`src/rtl/rv32i_instr_encoder_pkg.sv`:
```
// Shared types for the RV32I instruction encoder: mnemonics, opcodes,
// register ids, funct3/funct7 constants and immediate range limits.
package rv32i_instr_encoder_pkg;

    typedef enum logic [5:0] {
        NULL,
        LUI, AUIPC, JAL, JALR,
        BEQ, BNE, BLT, BGE, BLTU, BGEU,
        LB, LH, LW, LBU, LHU,
        SB, SH, SW,
        ADDI, SLTI, SLTIU, XORI, ORI, ANDI,
        SLLI, SRLI, SRAI,
        ADD, SUB, SLL, SLT, SLTU,
        XOR, SRL, SRA, OR, AND,
        ECALL, EBREAK,
        MUL
    } RV32I_INSTRUCTION_MNEMONIC_t;

    typedef enum logic [6:0] {
        OPC_LUI    = 7'b0110111,
        OPC_AUIPC  = 7'b0010111,
        OPC_JAL    = 7'b1101111,
        OPC_JALR   = 7'b1100111,
        OPC_BRANCH = 7'b1100011,
        OPC_LOAD   = 7'b0000011,
        OPC_STORE  = 7'b0100011,
        OPC_IMM    = 7'b0010011,
        OPC_OP     = 7'b0110011,
        OPC_SYSTEM = 7'b1110011
    } RV32I_OPCODE_t;

    typedef logic [4:0] RV32I_REGISTER_t;

    // Encoding layout selected by the mnemonic decode.
    typedef enum logic [3:0] {
        FMT_NONE,
        FMT_R,
        FMT_I,
        FMT_SH,
        FMT_S,
        FMT_B,
        FMT_U,
        FMT_J,
        FMT_SYS
    } enc_fmt_t;

    localparam logic [2:0] F3_ADD_SUB = 3'b000;
    localparam logic [2:0] F3_SLL     = 3'b001;
    localparam logic [2:0] F3_SLT     = 3'b010;
    localparam logic [2:0] F3_SLTU    = 3'b011;
    localparam logic [2:0] F3_XOR     = 3'b100;
    localparam logic [2:0] F3_SRL_SRA = 3'b101;
    localparam logic [2:0] F3_OR      = 3'b110;
    localparam logic [2:0] F3_AND     = 3'b111;

    localparam logic [2:0] F3_BEQ     = 3'b000;
    localparam logic [2:0] F3_BNE     = 3'b001;
    localparam logic [2:0] F3_BLT     = 3'b100;
    localparam logic [2:0] F3_BGE     = 3'b101;
    localparam logic [2:0] F3_BLTU    = 3'b110;
    localparam logic [2:0] F3_BGEU    = 3'b111;

    localparam logic [2:0] F3_BYTE    = 3'b000;
    localparam logic [2:0] F3_HALF    = 3'b001;
    localparam logic [2:0] F3_WORD    = 3'b010;
    localparam logic [2:0] F3_BYTE_U  = 3'b100;
    localparam logic [2:0] F3_HALF_U  = 3'b101;

    localparam logic [6:0] F7_BASE    = 7'b0000000;
    localparam logic [6:0] F7_ALT     = 7'b0100000;
    localparam logic [6:0] F7_MULDIV  = 7'b0000001;

    localparam int I_IMM_MIN = -2048;
    localparam int I_IMM_MAX = 2047;
    localparam int B_IMM_MIN = -4096;
    localparam int B_IMM_MAX = 4094;
    localparam int J_IMM_MIN = -(1 << 20);
    localparam int J_IMM_MAX = (1 << 20) - 2;

    function automatic logic imm_in_range(
        input logic [31:0] imm,
        input int          lo,
        input int          hi
    );
        return ($signed(imm) >= lo) && ($signed(imm) <= hi);
    endfunction

endpackage

```
`src/rtl/rv32i_encode_comb.sv`:
```
// Combinational RV32I encoder: {mnemonic, rd, rs1, rs2, imm} -> {word, illegal}.
// Ports: mnemonic/rd/rs1/rs2/imm in; word, illegal out. MUL needs RV32I_ENC_RV32M_EN.
module rv32i_encode_comb
    import rv32i_instr_encoder_pkg::*;
(
    input  RV32I_INSTRUCTION_MNEMONIC_t mnemonic,
    input  RV32I_REGISTER_t             rd,
    input  RV32I_REGISTER_t             rs1,
    input  RV32I_REGISTER_t             rs2,
    input  logic [31:0]                 imm,
    output logic [31:0]                 word,
    output logic                        illegal
);

    enc_fmt_t      fmt;
    RV32I_OPCODE_t opc;
    logic [2:0]    f3;
    logic [6:0]    f7;

    always_comb begin
        fmt = FMT_NONE;
        opc = OPC_OP;
        f3  = F3_ADD_SUB;
        f7  = F7_BASE;
        unique case (mnemonic)
            LUI:    begin fmt = FMT_U; opc = OPC_LUI;   end
            AUIPC:  begin fmt = FMT_U; opc = OPC_AUIPC; end
            JAL:    begin fmt = FMT_J; opc = OPC_JAL;   end
            JALR:   begin fmt = FMT_I; opc = OPC_JALR;  end
            BEQ:    begin fmt = FMT_B; opc = OPC_BRANCH; f3 = F3_BEQ;  end
            BNE:    begin fmt = FMT_B; opc = OPC_BRANCH; f3 = F3_BNE;  end
            BLT:    begin fmt = FMT_B; opc = OPC_BRANCH; f3 = F3_BLT;  end
            BGE:    begin fmt = FMT_B; opc = OPC_BRANCH; f3 = F3_BGE;  end
            BLTU:   begin fmt = FMT_B; opc = OPC_BRANCH; f3 = F3_BLTU; end
            BGEU:   begin fmt = FMT_B; opc = OPC_BRANCH; f3 = F3_BGEU; end
            LB:     begin fmt = FMT_I; opc = OPC_LOAD; f3 = F3_BYTE;   end
            LH:     begin fmt = FMT_I; opc = OPC_LOAD; f3 = F3_HALF;   end
            LW:     begin fmt = FMT_I; opc = OPC_LOAD; f3 = F3_WORD;   end
            LBU:    begin fmt = FMT_I; opc = OPC_LOAD; f3 = F3_BYTE_U; end
            LHU:    begin fmt = FMT_I; opc = OPC_LOAD; f3 = F3_HALF_U; end
            SB:     begin fmt = FMT_S; opc = OPC_STORE; f3 = F3_BYTE; end
            SH:     begin fmt = FMT_S; opc = OPC_STORE; f3 = F3_HALF; end
            SW:     begin fmt = FMT_S; opc = OPC_STORE; f3 = F3_WORD; end
            ADDI:   begin fmt = FMT_I; opc = OPC_IMM; f3 = F3_ADD_SUB; end
            SLTI:   begin fmt = FMT_I; opc = OPC_IMM; f3 = F3_SLT;     end
            SLTIU:  begin fmt = FMT_I; opc = OPC_IMM; f3 = F3_SLTU;    end
            XORI:   begin fmt = FMT_I; opc = OPC_IMM; f3 = F3_XOR;     end
            ORI:    begin fmt = FMT_I; opc = OPC_IMM; f3 = F3_OR;      end
            ANDI:   begin fmt = FMT_I; opc = OPC_IMM; f3 = F3_AND;     end
            SLLI:   begin fmt = FMT_SH; opc = OPC_IMM; f3 = F3_SLL; end
            SRLI:   begin fmt = FMT_SH; opc = OPC_IMM; f3 = F3_SRL_SRA; end
            SRAI: begin
                fmt = FMT_SH;
                opc = OPC_IMM;
                f3  = F3_SRL_SRA;
                f7  = F7_ALT;
            end
            ADD:    begin fmt = FMT_R; f3 = F3_ADD_SUB; end
            SUB:    begin fmt = FMT_R; f3 = F3_ADD_SUB; f7 = F7_ALT; end
            SLL:    begin fmt = FMT_R; f3 = F3_SLL;  end
            SLT:    begin fmt = FMT_R; f3 = F3_SLT;  end
            SLTU:   begin fmt = FMT_R; f3 = F3_SLTU; end
            XOR:    begin fmt = FMT_R; f3 = F3_XOR;  end
            SRL:    begin fmt = FMT_R; f3 = F3_SRL_SRA; end
            SRA:    begin fmt = FMT_R; f3 = F3_SRL_SRA; f7 = F7_ALT; end
            OR:     begin fmt = FMT_R; f3 = F3_OR;   end
            AND:    begin fmt = FMT_R; f3 = F3_AND;  end
            ECALL:  begin fmt = FMT_SYS; opc = OPC_SYSTEM; end
            EBREAK: begin fmt = FMT_SYS; opc = OPC_SYSTEM; end
            MUL: begin
`ifdef RV32I_ENC_RV32M_EN
                fmt = FMT_R;
                f7  = F7_MULDIV;
`else
                fmt = FMT_NONE;
`endif
            end
            default: fmt = FMT_NONE;
        endcase
    end

    always_comb begin
        word    = '0;
        illegal = 1'b0;
        unique case (fmt)
            FMT_R: word = {f7, rs2, rs1, f3, rd, opc};
            FMT_I: begin
                word    = {imm[11:0], rs1, f3, rd, opc};
                illegal = !imm_in_range(imm, I_IMM_MIN, I_IMM_MAX);
            end
            FMT_SH: begin
                word    = {f7, imm[4:0], rs1, f3, rd, opc};
                illegal = |imm[31:5];
            end
            FMT_S: begin
                word    = {imm[11:5], rs2, rs1, f3, imm[4:0], opc};
                illegal = !imm_in_range(imm, I_IMM_MIN, I_IMM_MAX);
            end
            FMT_B: begin
                word = {imm[12], imm[10:5], rs2, rs1, f3,
                        imm[4:1], imm[11], opc};
                illegal = imm[0] ||
                          !imm_in_range(imm, B_IMM_MIN, B_IMM_MAX);
            end
            FMT_U: begin
                word    = {imm[31:12], rd, opc};
                illegal = |imm[11:0];
            end
            FMT_J: begin
                word = {imm[20], imm[10:1], imm[11], imm[19:12],
                        rd, opc};
                illegal = imm[0] ||
                          !imm_in_range(imm, J_IMM_MIN, J_IMM_MAX);
            end
            // Operand fields are ignored: only imm bit 20 differs.
            FMT_SYS: word = {11'd0, (mnemonic == EBREAK), 13'd0, opc};
            default: illegal = 1'b1;
        endcase
    end

endmodule

```
`src/rtl/rv32i_instr_encoder.sv`:
```
// RV32I encoder front: accepts encode requests, writes words to IMEM at an
// auto-incrementing address. Ports: clk, rst_n, clear_i, req_* (valid/ready
// + fields), wr_* (valid/ready/addr/data), count_o, full_o, err_o.
// MUL support is enabled by defining RV32I_ENC_RV32M_EN.
module rv32i_instr_encoder
    import rv32i_instr_encoder_pkg::*;
#(
    parameter int ADDR_W = 8,
    parameter int DEPTH  = 256
) (
    input  logic                        clk,
    input  logic                        rst_n,
    input  logic                        clear_i,
    input  logic                        req_valid_i,
    output logic                        req_ready_o,
    input  RV32I_INSTRUCTION_MNEMONIC_t req_mnemonic_i,
    input  RV32I_REGISTER_t             req_rd_i,
    input  RV32I_REGISTER_t             req_rs1_i,
    input  RV32I_REGISTER_t             req_rs2_i,
    input  logic [31:0]                 req_imm_i,
    output logic                        wr_valid_o,
    input  logic                        wr_ready_i,
    output logic [ADDR_W-1:0]           wr_addr_o,
    output logic [31:0]                 wr_data_o,
    output logic [ADDR_W:0]             count_o,
    output logic                        full_o,
    output logic                        err_o
);

    localparam logic [ADDR_W+1:0] DEPTH_X = (ADDR_W+2)'(DEPTH);
    localparam logic [ADDR_W:0]   DEPTH_C = (ADDR_W+1)'(DEPTH);
    localparam logic [ADDR_W-1:0] LAST_A  = ADDR_W'(DEPTH - 1);

    logic [31:0]       enc_word;
    logic              enc_illegal;
    logic              wr_valid_q;
    logic [31:0]       wr_data_q;
    logic [ADDR_W-1:0] addr_q;
    logic [ADDR_W:0]   count_q;
    logic              err_q;
    logic [ADDR_W+1:0] in_flight;
    logic              wr_fire;
    logic              req_fire;

    rv32i_encode_comb u_enc (
        .mnemonic (req_mnemonic_i),
        .rd       (req_rd_i),
        .rs1      (req_rs1_i),
        .rs2      (req_rs2_i),
        .imm      (req_imm_i),
        .word     (enc_word),
        .illegal  (enc_illegal)
    );

    // Words already written plus the one waiting in the output register.
    assign in_flight = {1'b0, count_q}
                     + {{(ADDR_W+1){1'b0}}, wr_valid_q};

    assign wr_fire     = wr_valid_q && wr_ready_i;
    assign req_ready_o = !clear_i
                      && (in_flight < DEPTH_X)
                      && (!wr_valid_q || wr_ready_i);
    assign req_fire    = req_valid_i && req_ready_o;

    // addr_q is the address of the pending (or next) write; it only
    // moves on a completed write, so dropped requests leave it alone.
    always_ff @(posedge clk or negedge rst_n) begin
        if (!rst_n) begin
            wr_valid_q <= 1'b0;
            wr_data_q  <= '0;
            addr_q     <= '0;
            count_q    <= '0;
            err_q      <= 1'b0;
        end else if (clear_i) begin
            wr_valid_q <= 1'b0;
            wr_data_q  <= '0;
            addr_q     <= '0;
            count_q    <= '0;
            err_q      <= 1'b0;
        end else begin
            if (wr_fire) begin
                addr_q  <= (addr_q == LAST_A) ? '0
                         : addr_q + ADDR_W'(1);
                count_q <= count_q + (ADDR_W+1)'(1);
            end
            if (req_fire) begin
                wr_valid_q <= !enc_illegal;
                if (!enc_illegal) begin
                    wr_data_q <= enc_word;
                end else begin
                    err_q <= 1'b1;
                end
            end else if (wr_fire) begin
                wr_valid_q <= 1'b0;
            end
        end
    end

    assign wr_valid_o = wr_valid_q;
    assign wr_data_o  = wr_data_q;
    assign wr_addr_o  = addr_q;
    assign count_o    = count_q;
    assign full_o     = (count_q == DEPTH_C);
    assign err_o      = err_q;

endmodule

```
`config.mk`:
```
export PLATFORM = sky130hd
export DESIGN_NAME = rv32i_instr_encoder
export DESIGN_NICKNAME = d
export VERILOG_FILES = /design/src/rtl/rv32i_instr_encoder_pkg.sv /design/src/rtl/rv32i_encode_comb.sv /design/src/rtl/rv32i_instr_encoder.sv
export SDC_FILE = /design/constraint.sdc
export NUM_CORES = 1
export LEC_CHECK = 0
export CORE_AREA = 4 4 92 94
export DETAILED_ROUTE_END_ITERATION = 10
export DIE_AREA = 0 0 96 98
export GPL_TIMING_DRIVEN = 0
export MAX_ROUTING_LAYER = met4
export PLACE_DENSITY = 0.8
export SYNTH_ARGS = -nofsm -noshare
export SYNTH_HDL_FRONTEND = slang
export SYNTH_SLANG_ARGS = --single-unit
```
`constraint.sdc`:
```
create_clock -name clk -period 2.1 [get_ports clk]
set_input_delay 0.21 -clock clk [delete_from_list [all_inputs] [get_ports clk]]
set_output_delay 0.21 -clock clk [all_outputs]
set_load 0.01 [all_outputs]
```
==> results by stage, run 1 <==
STA:
- Adding up every negative setup slack in the final design gives -0.501 ns.
- The ratio of final minimum period to clock period is 1.03.
- The fmax is between 400 and 500 MHz.
- After layout, the minimum clock period comes to 2.17 ns.
- The slew of the pin with the lowest slew margin is between 0.7 and 0.8 ns.
- The tightest hold path in the finished design has a slack of about 0.25 ns.
- In this run the tightest slew margin relative to its limit is 0.533.
- The final number of max-transition violations was 0.
- On the final layout, the worst clock skew is about 0.0066 ns.
- The post-layout worst setup margin is -0.0665 ns.
- The final number of hold-violating endpoints is 0.
- Setup repair after global routing could not meet its margin everywhere.
- Setup violations remaining at the end of the flow were counted as 14.

Cells and area:
- For this run, the post-layout net count is roughly 630.
- Fill cells in the final layout number approximately 600.
- In the final layout, the share of cells above drive strength 1 is 0.218.
- The library cell used most frequently in the layout, excluding fill and tap cells, is clkdlybuf4s50_1.
- Leaving out fill and tap cells, the most frequent cells in the layout are clkdlybuf4s50_1, dfrtp_1, nand2_1, nor2_1, a21oi_1.
- Compared with the post-synthesis result, the final layout area differs by 49.7%.
- The number of diodes is 0.

Logic synthesis:
- In this run, synthesis inferred 0 flip-flops with an integrated enable.
- Of the synthesized area, sequential elements account for 0.351.
- After technology mapping, the gate count stands at about 430.
- The synthesized cell area is approximately 3600 um^2.
- The compound-gate portion of the synthesized area was 0.319.
- The multiplexer share of the synthesized area is 0.0116.
- The mean area per synthesized cell is about 8.3 um^2.
- Of the total synthesized cell area, the portion taken by XOR and XNOR cells is 0.0295.
- By area, the combinational part of the netlist is dominated by compound AO/OA/AOI/OAI gates.
- The most frequently used flop master after synthesis is dfrtp_1.
- The Yosys step of the flow raised 0 warnings.
- Of the total synthesized cell area, the portion taken by AND, OR, NAND and NOR gates is 0.218.
- Synthesis inferred 50 register bits.
- The cell taking the most area after synthesis is dfrtp_1.
- When the netlist entered floorplanning its net count stood at 493.
- The share of synthesized area in the top cell type comes to 0.351.
- After synthesis, the share of flip-flops with an asynchronous set or reset is 1.00.
- By area the synthesized netlist is led by dfrtp_1, a21oi_1, o21ai_0.
- Of the total synthesized cell area, the portion taken by full adders, half adders and majority gates is 0.0105.
- Yosys mapped the design onto 59 distinct sky130hd cell types.

Status:
- The final reports fail on negative setup slack.
- The flow ran to the end, but the final reports show violations.

Setup path:
- In this run the critical register-to-register path is launched from count_o[0].
- The category of the critical setup timing path is in -> reg.
- At the worst endpoint, the required time is 2.37 ns.
- The largest stage delay on the critical path is approximately 0.46 ns.
- Across all register-to-register paths, the minimum setup slack is -0.04 ns.
- The capture point of the critical path is wr_data_o[9].
- The path depth of the worst reg2reg path is 10.
- The destination of the worst register-to-register timing path is wr_data_o[23].
- The largest individual stage delay along the critical path comes from the cell nor4_1.
- STA puts the critical path data arrival time at 2.44 ns.
- The worst setup path is captured at a flop.
- Traced cell by cell, the critical path runs through clkdlybuf4s15_1 > nor4_4 > nand4_1 > a21oi_2 > o211ai_1 > a311o_1 > buf_2 > nor4_1 > a31o_4.
- The worst setup path is launched from a primary input.
- Along the worst path, the maximum fanout reaches 10.
- The critical path starts at req_imm_i[7].

Place:
- Once detailed placement completed, the half-perimeter wirelength came to 10500 um.
- OpenSTA, run right after detailed placement, puts the worst setup slack at -1.15 ns.
- The count of buffers added on input and output ports is 106.
- The global placement routability congestion is slightly above 1.

Global route:
- The global-route usage over all layers is 0.313.
- The first global-routing pass estimated around 22000 um of wire.
- The pin count of the biggest net entering global routing is 34.
- The number of antenna violations at the first check in global routing was 0.
- The final global-route overflow total is 0.
- The via count of the first global-routing pass is a little over 4000.

Route:
- The number of nets still failing antenna checks after routing is 0.
- After detailed routing, the number of remaining DRC violations is 0.
- The wire length on met3 is 1780 um.
- Wires add up to roughly 15000 um.
- The average routed wire per standard cell is around 22 um.
- The top metal layer carrying routed signals is met4.
- The routed length on met2 is 6740 um.
- The sum of routed wire segments on met1 is between 5000 and 6000 um.
- After detailed routing, the number of vias per cell comes to 6.48.
- Before antenna repair, the detailed router went through 5 iterations.
- The total via count after detailed routing is roughly 4300.
- The initial detailed-routing violation count is about 630.

Floorplan:
- The die outline area is about 9400 um^2.
- The placement row count is 32.
- about 110 I/O pins were placed.
- The effective utilization at floorplan is 0.467.
- From bottom edge to top edge, the die measures between 90 and 100 um.
- The width of the die is 96 um.
- The floorplan step defined a core boundary enclosing between 7000 and 8000 um^2.

Power:
- The peak supply drop is just under 0.3 mV.
- The static leakage is between 2 and 2.5 nW.
- The power per standard cell area is ~440 nW/um^2.

Clock network:
- CTS saw 50 sinks.
- The clock insertion delay at the later pin of the skew report is 0.32 ns.
- The depth of the CTS H-tree is 2.
- The clock root buffer is clkbuf_8.
- The clock buffer count from CTS is 5.
- In this run the deepest clock path goes through 2 buffers.
- The clock transition at the registers of the reported paths is between 0.1 and 0.15 ns.
- The CTS tree is done.

Hold path:
- The worst hold path belongs to the class in -> reg.

Flow run:
- The number of maximum-capacitance violations is 0.
layout make-up:
cell class	count	area, um^2	area share
repair buffers	126	1210	0.227
multi-input cells	334	2370	0.444
well taps	102	128	0.0239
inverters	10	37.5	0.00703
flip-flops and latches	50	1260	0.235
plain buffers	37	240	0.0450
clock buffers	5	68.8	0.0129
clock inverters	3	28.8	0.00539
power breakdown:
part	switching [mW]	leakage, nW	internal (mW)	total [mW]
combinational	0.406	1.41	0.289	0.695
sequential	0.0166	0.688	0.984	1.00
clock	0.393	0.0502	0.248	0.641
per-layer routing:
layer  track usage  up-vias
li1              -     1905
met2         0.446      325
met4        0.0875        0
met5             -        -
met3        0.0570       22
met1         0.453     2072
worst min-delay path by stage:
stage,from,end,slack (ns),cells past startpoint
after detailed placement,rst_n,count_o[3],0.16,1
after floorplan,rst_n,count_o[0],-0.09,0
after CTS,req_imm_i[29],wr_data_o[29],0.35,3
after global routing,req_imm_i[29],wr_data_o[29],0.26,3
final,req_imm_i[29],wr_data_o[29],0.25,3
after global placement,wr_data_o[21],wr_data_o[21],0.50,1
flip-flops by register name (all words and copies together) (netlist names):
signal	cells
err_o	1
wr_data_o	31
count_o	9
wr_addr_o	8
wr_valid_o	1
critical path: cells and delay by family:
family | cells | cell delay [ns]
buffers and inverters | 2 | 0.47
AND/OR/NAND/NOR | 3 | 0.94
AO/OA/AOI/OAI | 4 | 0.81
stage by stage:
step	cells	power, mW	utilization	area, um^2
floorplan	432	1.31	-	3580
global placement	640	1.62	0.624	4770
detailed placement	641	1.62	0.625	4780
CTS	657	2.26	0.659	5040
global route	667	2.44	0.698	5340
finish	667	2.34	0.698	5340
logic make-up after synthesis:
group,after synthesis
simple gates,153
compound gates,162
flops,50
fa+ha+maj,3
mux,4
xor+xnor,12
buf+inv,48
synth_stat cells (all sizes together), types with 4 or more instances:
cell and count:
dfrtp 50, a21oi 33, nor2 33, nand2 31
o21ai 31, clkbuf 24, o211ai 18, nor3 17
a22oi 16, buf 14, nand4 14, a31o 12
nor4 11, inv 10, xor2 9, nand2b 8
nor2b 8, and2 7, nand3 7, a21o 6
a222oi 6, o31ai 5, and3 4, or2 4
or3 4
repair_timing:
action / 4_1_cts / 5_1_grt
hold buffers: 1 / 0
gates resized for setup: 95 / 69
endpoints found under the hold margin: 17 / 0
setup endpoints to repair: 35 / 34
pin swaps: 17 / 21
setup buffers: 7 / 10
gates cloned: 0 / 2
No activity file was read; power rests on OpenSTA's default activity.
==> run 2: changes to the inputs <==
--- a/config.mk
+++ b/config.mk
@@ -8,7 +8,6 @@
 export CORE_AREA = 4 4 92 94
 export DETAILED_ROUTE_END_ITERATION = 10
 export DIE_AREA = 0 0 96 98
-export GPL_TIMING_DRIVEN = 0
 export MAX_ROUTING_LAYER = met4
 export PLACE_DENSITY = 0.8
 export SYNTH_ARGS = -nofsm -noshare
==> results by stage, run 2 (synthesized netlist as in run 1, its figures left out) <==
Global route:
- The global-route usage over all layers is 0.324 (+0.0105).
- The via count of the first global-routing pass is 4454 (+7.9%).
- The number of antenna violations at the first check in global routing is 0 (unchanged).
- The first-pass GRT wire length is 23300 um (+5.6%).
- The pin count of the biggest net entering global routing is 31 (-8.8%).
- The final global-route overflow total is 0 (unchanged).

Place:
- The global placement routability congestion came to 0.998 (-3.6%).
- The number of buffers added on ports is 110 (+3.8%).
- The estimated wirelength of the detail-placed design is 11000 um (+4.0%).
- The placed instance count was 717 (+12%).

Clock network:
- The clock insertion delay at the later pin of the skew report is 0.31 ns (about the same).
- TritonCTS built the clock tree.
- The depth of the CTS H-tree is 2 (unchanged).
- The clock sink count was 50 (unchanged).
- The cell sitting at the root of the clock tree is a clkbuf_8.
- The deepest clock path buffer count is 2 (unchanged).
- The clock buffer count from CTS is 5 (unchanged).
- The clock transition at the registers of the reported paths is 0.09 ns (-0.02 ns).

Cells and area:
- The library cell used most frequently in the layout, excluding fill and tap cells, is buf_4.
- The fraction of layout cells with a size suffix above 1 is 0.300 (+0.0821).
- The number of diodes is 0 (unchanged).
- The filler-free cell count of the finished design is 739 (+11%).
- The net total in the final layout is 697 (+12%).
- The number of flip-flops in the largest register is 31 (unchanged).
- Relative to the synthesized area, the layout overhead comes to 65.4%.
- The library cells used most frequently in the layout, excluding fill and tap cells, are buf_4, clkdlybuf4s50_1, dfrtp_1, a21oi_1.
- The final cell utilization of the core came to 0.772 (+0.0731).

Route:
- The average routed wire per standard cell is 20.4 um (-7.8%).
- The total via count after detailed routing came to 4614 (+6.7%).
- The number of detailed-route iterations in the first pass came to 8 (+3).
- The initial detailed-routing violation count is 386 (-39%).
- The post-detailed-route DRC marker count is 0 (unchanged).
- The total length of routed wires was 15100 um (+2.2%).
- The per-cell via count in the routed design is 6.24 (-3.7%).
- The number of nets still failing antenna checks after routing is 0 (unchanged).

Floorplan:
- The placement row count is 32 (unchanged).
- The width of the die is 96 um (unchanged).
- The die outline height is 98 um (unchanged).
- The die outline area was 9410 um^2 (unchanged).
- The area of the placeable core is 7650 um^2 (unchanged).
- The number of top-level pins came to 111 (unchanged).
- The effective utilization at floorplan came to 0.467 (unchanged).

Hold path:
- The hold path depth is 3 (unchanged).
- In this run the worst hold path is classified as in -> reg.

Setup path:
- The destination of the worst register-to-register timing path is wr_data_o[22].
- The path depth of the worst reg2reg path came to 8 (-2).
- The required time of the critical path is 2.28 ns (-0.09 ns).
- The category of the worst setup path launch point is a primary input.
- The endpoint arrival time on the critical path is 2.28 ns (-0.16 ns).
- The internal reg-to-reg setup slack came to 0.08 ns (+0.12 ns).
- The critical path startpoint is req_imm_i[28].
- The worst setup path is captured at a flop.
- The critical path is of the in -> reg type.
- The startpoint of the lowest-slack register-to-register path is count_o[4].
- Following the worst setup path forward leads to its endpoint at wr_data_o[30].
- The largest fanout of any net on the critical path is 9 (-1).

Power:
- The switching part of the total is 0.325 (-0.0238).
- The power per standard cell area was 411 nW/um^2 (-6.2%).
- The portion of total power attributed to combinational logic came to 0.343 (+0.045).
- The clock group share of total power is 0.244 (-0.030).
- The peak supply drop is 0.336 mV (+16%).
- The static leakage is 2.56 nW (+19%).
- The sequential cell fraction of total power is 0.413 (-0.015).
- The internal power was 1.63 mW (+7.5%).
- The switching power was 0.788 mW (-3.4%).

STA:
- The final number of hold-violating endpoints is 0 (unchanged).
- The slew of the pin with the lowest slew margin came to 0.722 ns (+0.0212 ns).
- The worst slew margin relative to its limit is 0.518 (-0.0154).
- The fmax is 477 MHz (+3.4%).
- The minimum clock period after layout is 2.10 ns (-0.0707 ns).
- The final number of max-transition violations came to 0 (unchanged).
- The ratio of final minimum period to clock period is 0.998 (-0.0336).
- The setup skew after layout was 0.0135 ns (+0.00683 ns).
- The final count of negative-setup-slack endpoints is 0 (-14).

Status:
- The flow ran to the end, and the final reports show no timing, DRC or antenna violations.

Flow run:
- The number of maximum-capacitance violations was 0 (unchanged).
==> run 2: cell types whose count changed in the layout (fill, tap and decap cells not counted), sizes merged <==
cell	delta
dlymetal6s2s	+2
clkinvlp	+1
inv	-1
dlygate4sd2	+2
buf	+92
clkdlybuf4s15	-1
clkbuf	-23
==> run 2: metrics by stage <==
stage	hold WS (ns)	instance area, um^2	power, mW	setup TNS [ns]	worst slack [ns]
after floorplan	-0.0856	3580	1.31	0	0.0000944
after global placement	0.196	5520	1.76	-16.93	-0.584
after detailed placement	0.208	5520	1.76	-17.60	-0.596
after CTS	0.410	5760	2.36	0	0.00526
after global routing	0.330	5900	2.52	-0.0815	-0.0539
final	0.289	5900	2.42	0	0.00417
==> run 2: cell type report <==
| cell class | count | area, um^2 |
|---|---|---|
| Fill cell | 513 | 1750 |
| Multi-Input combinational cell | 334 | 2260 |
| Sequential cell | 50 | 1250 |
| Timing Repair Buffer | 235 | 2130 |
| Tap cell | 102 | 128 |
| Clock buffer | 5 | 68.8 |
| Inverter | 10 | 37.5 |
| Clock inverter | 3 | 21.3 |
==> run 2: worst min-delay path by stage <==
stage,from,end,slack (ns)
2_1_floorplan,rst_n,count_o[0],-0.09
3_3_place_gp,rst_n,count_o[6],0.20
3_5_place_dp,rst_n,count_o[5],0.21
4_1_cts,rst_n,count_o[5],0.41
5_1_grt,req_imm_i[30],wr_data_o[30],0.33
6_report,req_imm_i[30],wr_data_o[30],0.29
==> run 2: power groups by stage <==
stage	combinational, mW	sequential (mW)	clock (mW)
6_report	0.832	1.00	0.590
5_1_grt	0.881	1.00	0.635
4_1_cts	0.772	1.00	0.589
3_5_place_dp	0.746	1.02	0
3_3_place_gp	0.740	1.02	0
2_1_floorplan	0.288	1.03	0
==> run 2: what timing repair did <==
| item | CTS | global route |
|---|---|---|
| endpoints found under the hold margin | 21 | 0 |
| buffers inserted | 6 | 4 |
| gates resized for setup | 64 | 56 |
| setup endpoints to repair | 35 | 33 |
| hold buffers | 1 | 0 |
| pin swaps | 18 | 15 |
| cloned | 3 | 1 |
==> run 2: critical path, cell delays in order <==
cell,delay (ns)
clkdlybuf4s15_1,0.24
nand4_1,0.13
or3_4,0.42
inv_2,0.08
a21oi_1,0.08
a311o_1,0.39
buf_6,0.15
buf_6,0.14
buf_12,0.13
o211ai_1,0.19
o21ai_0,0.11
==> run 2: routing by layer <==
layer	up-vias	global-route usage	wire [um]
met4	0	0.0832	352
met2	300	0.465	6850
met5	-	-	0
met1	2212	0.470	6440
li1	2058	-	-
met3	44	0.0555	1430
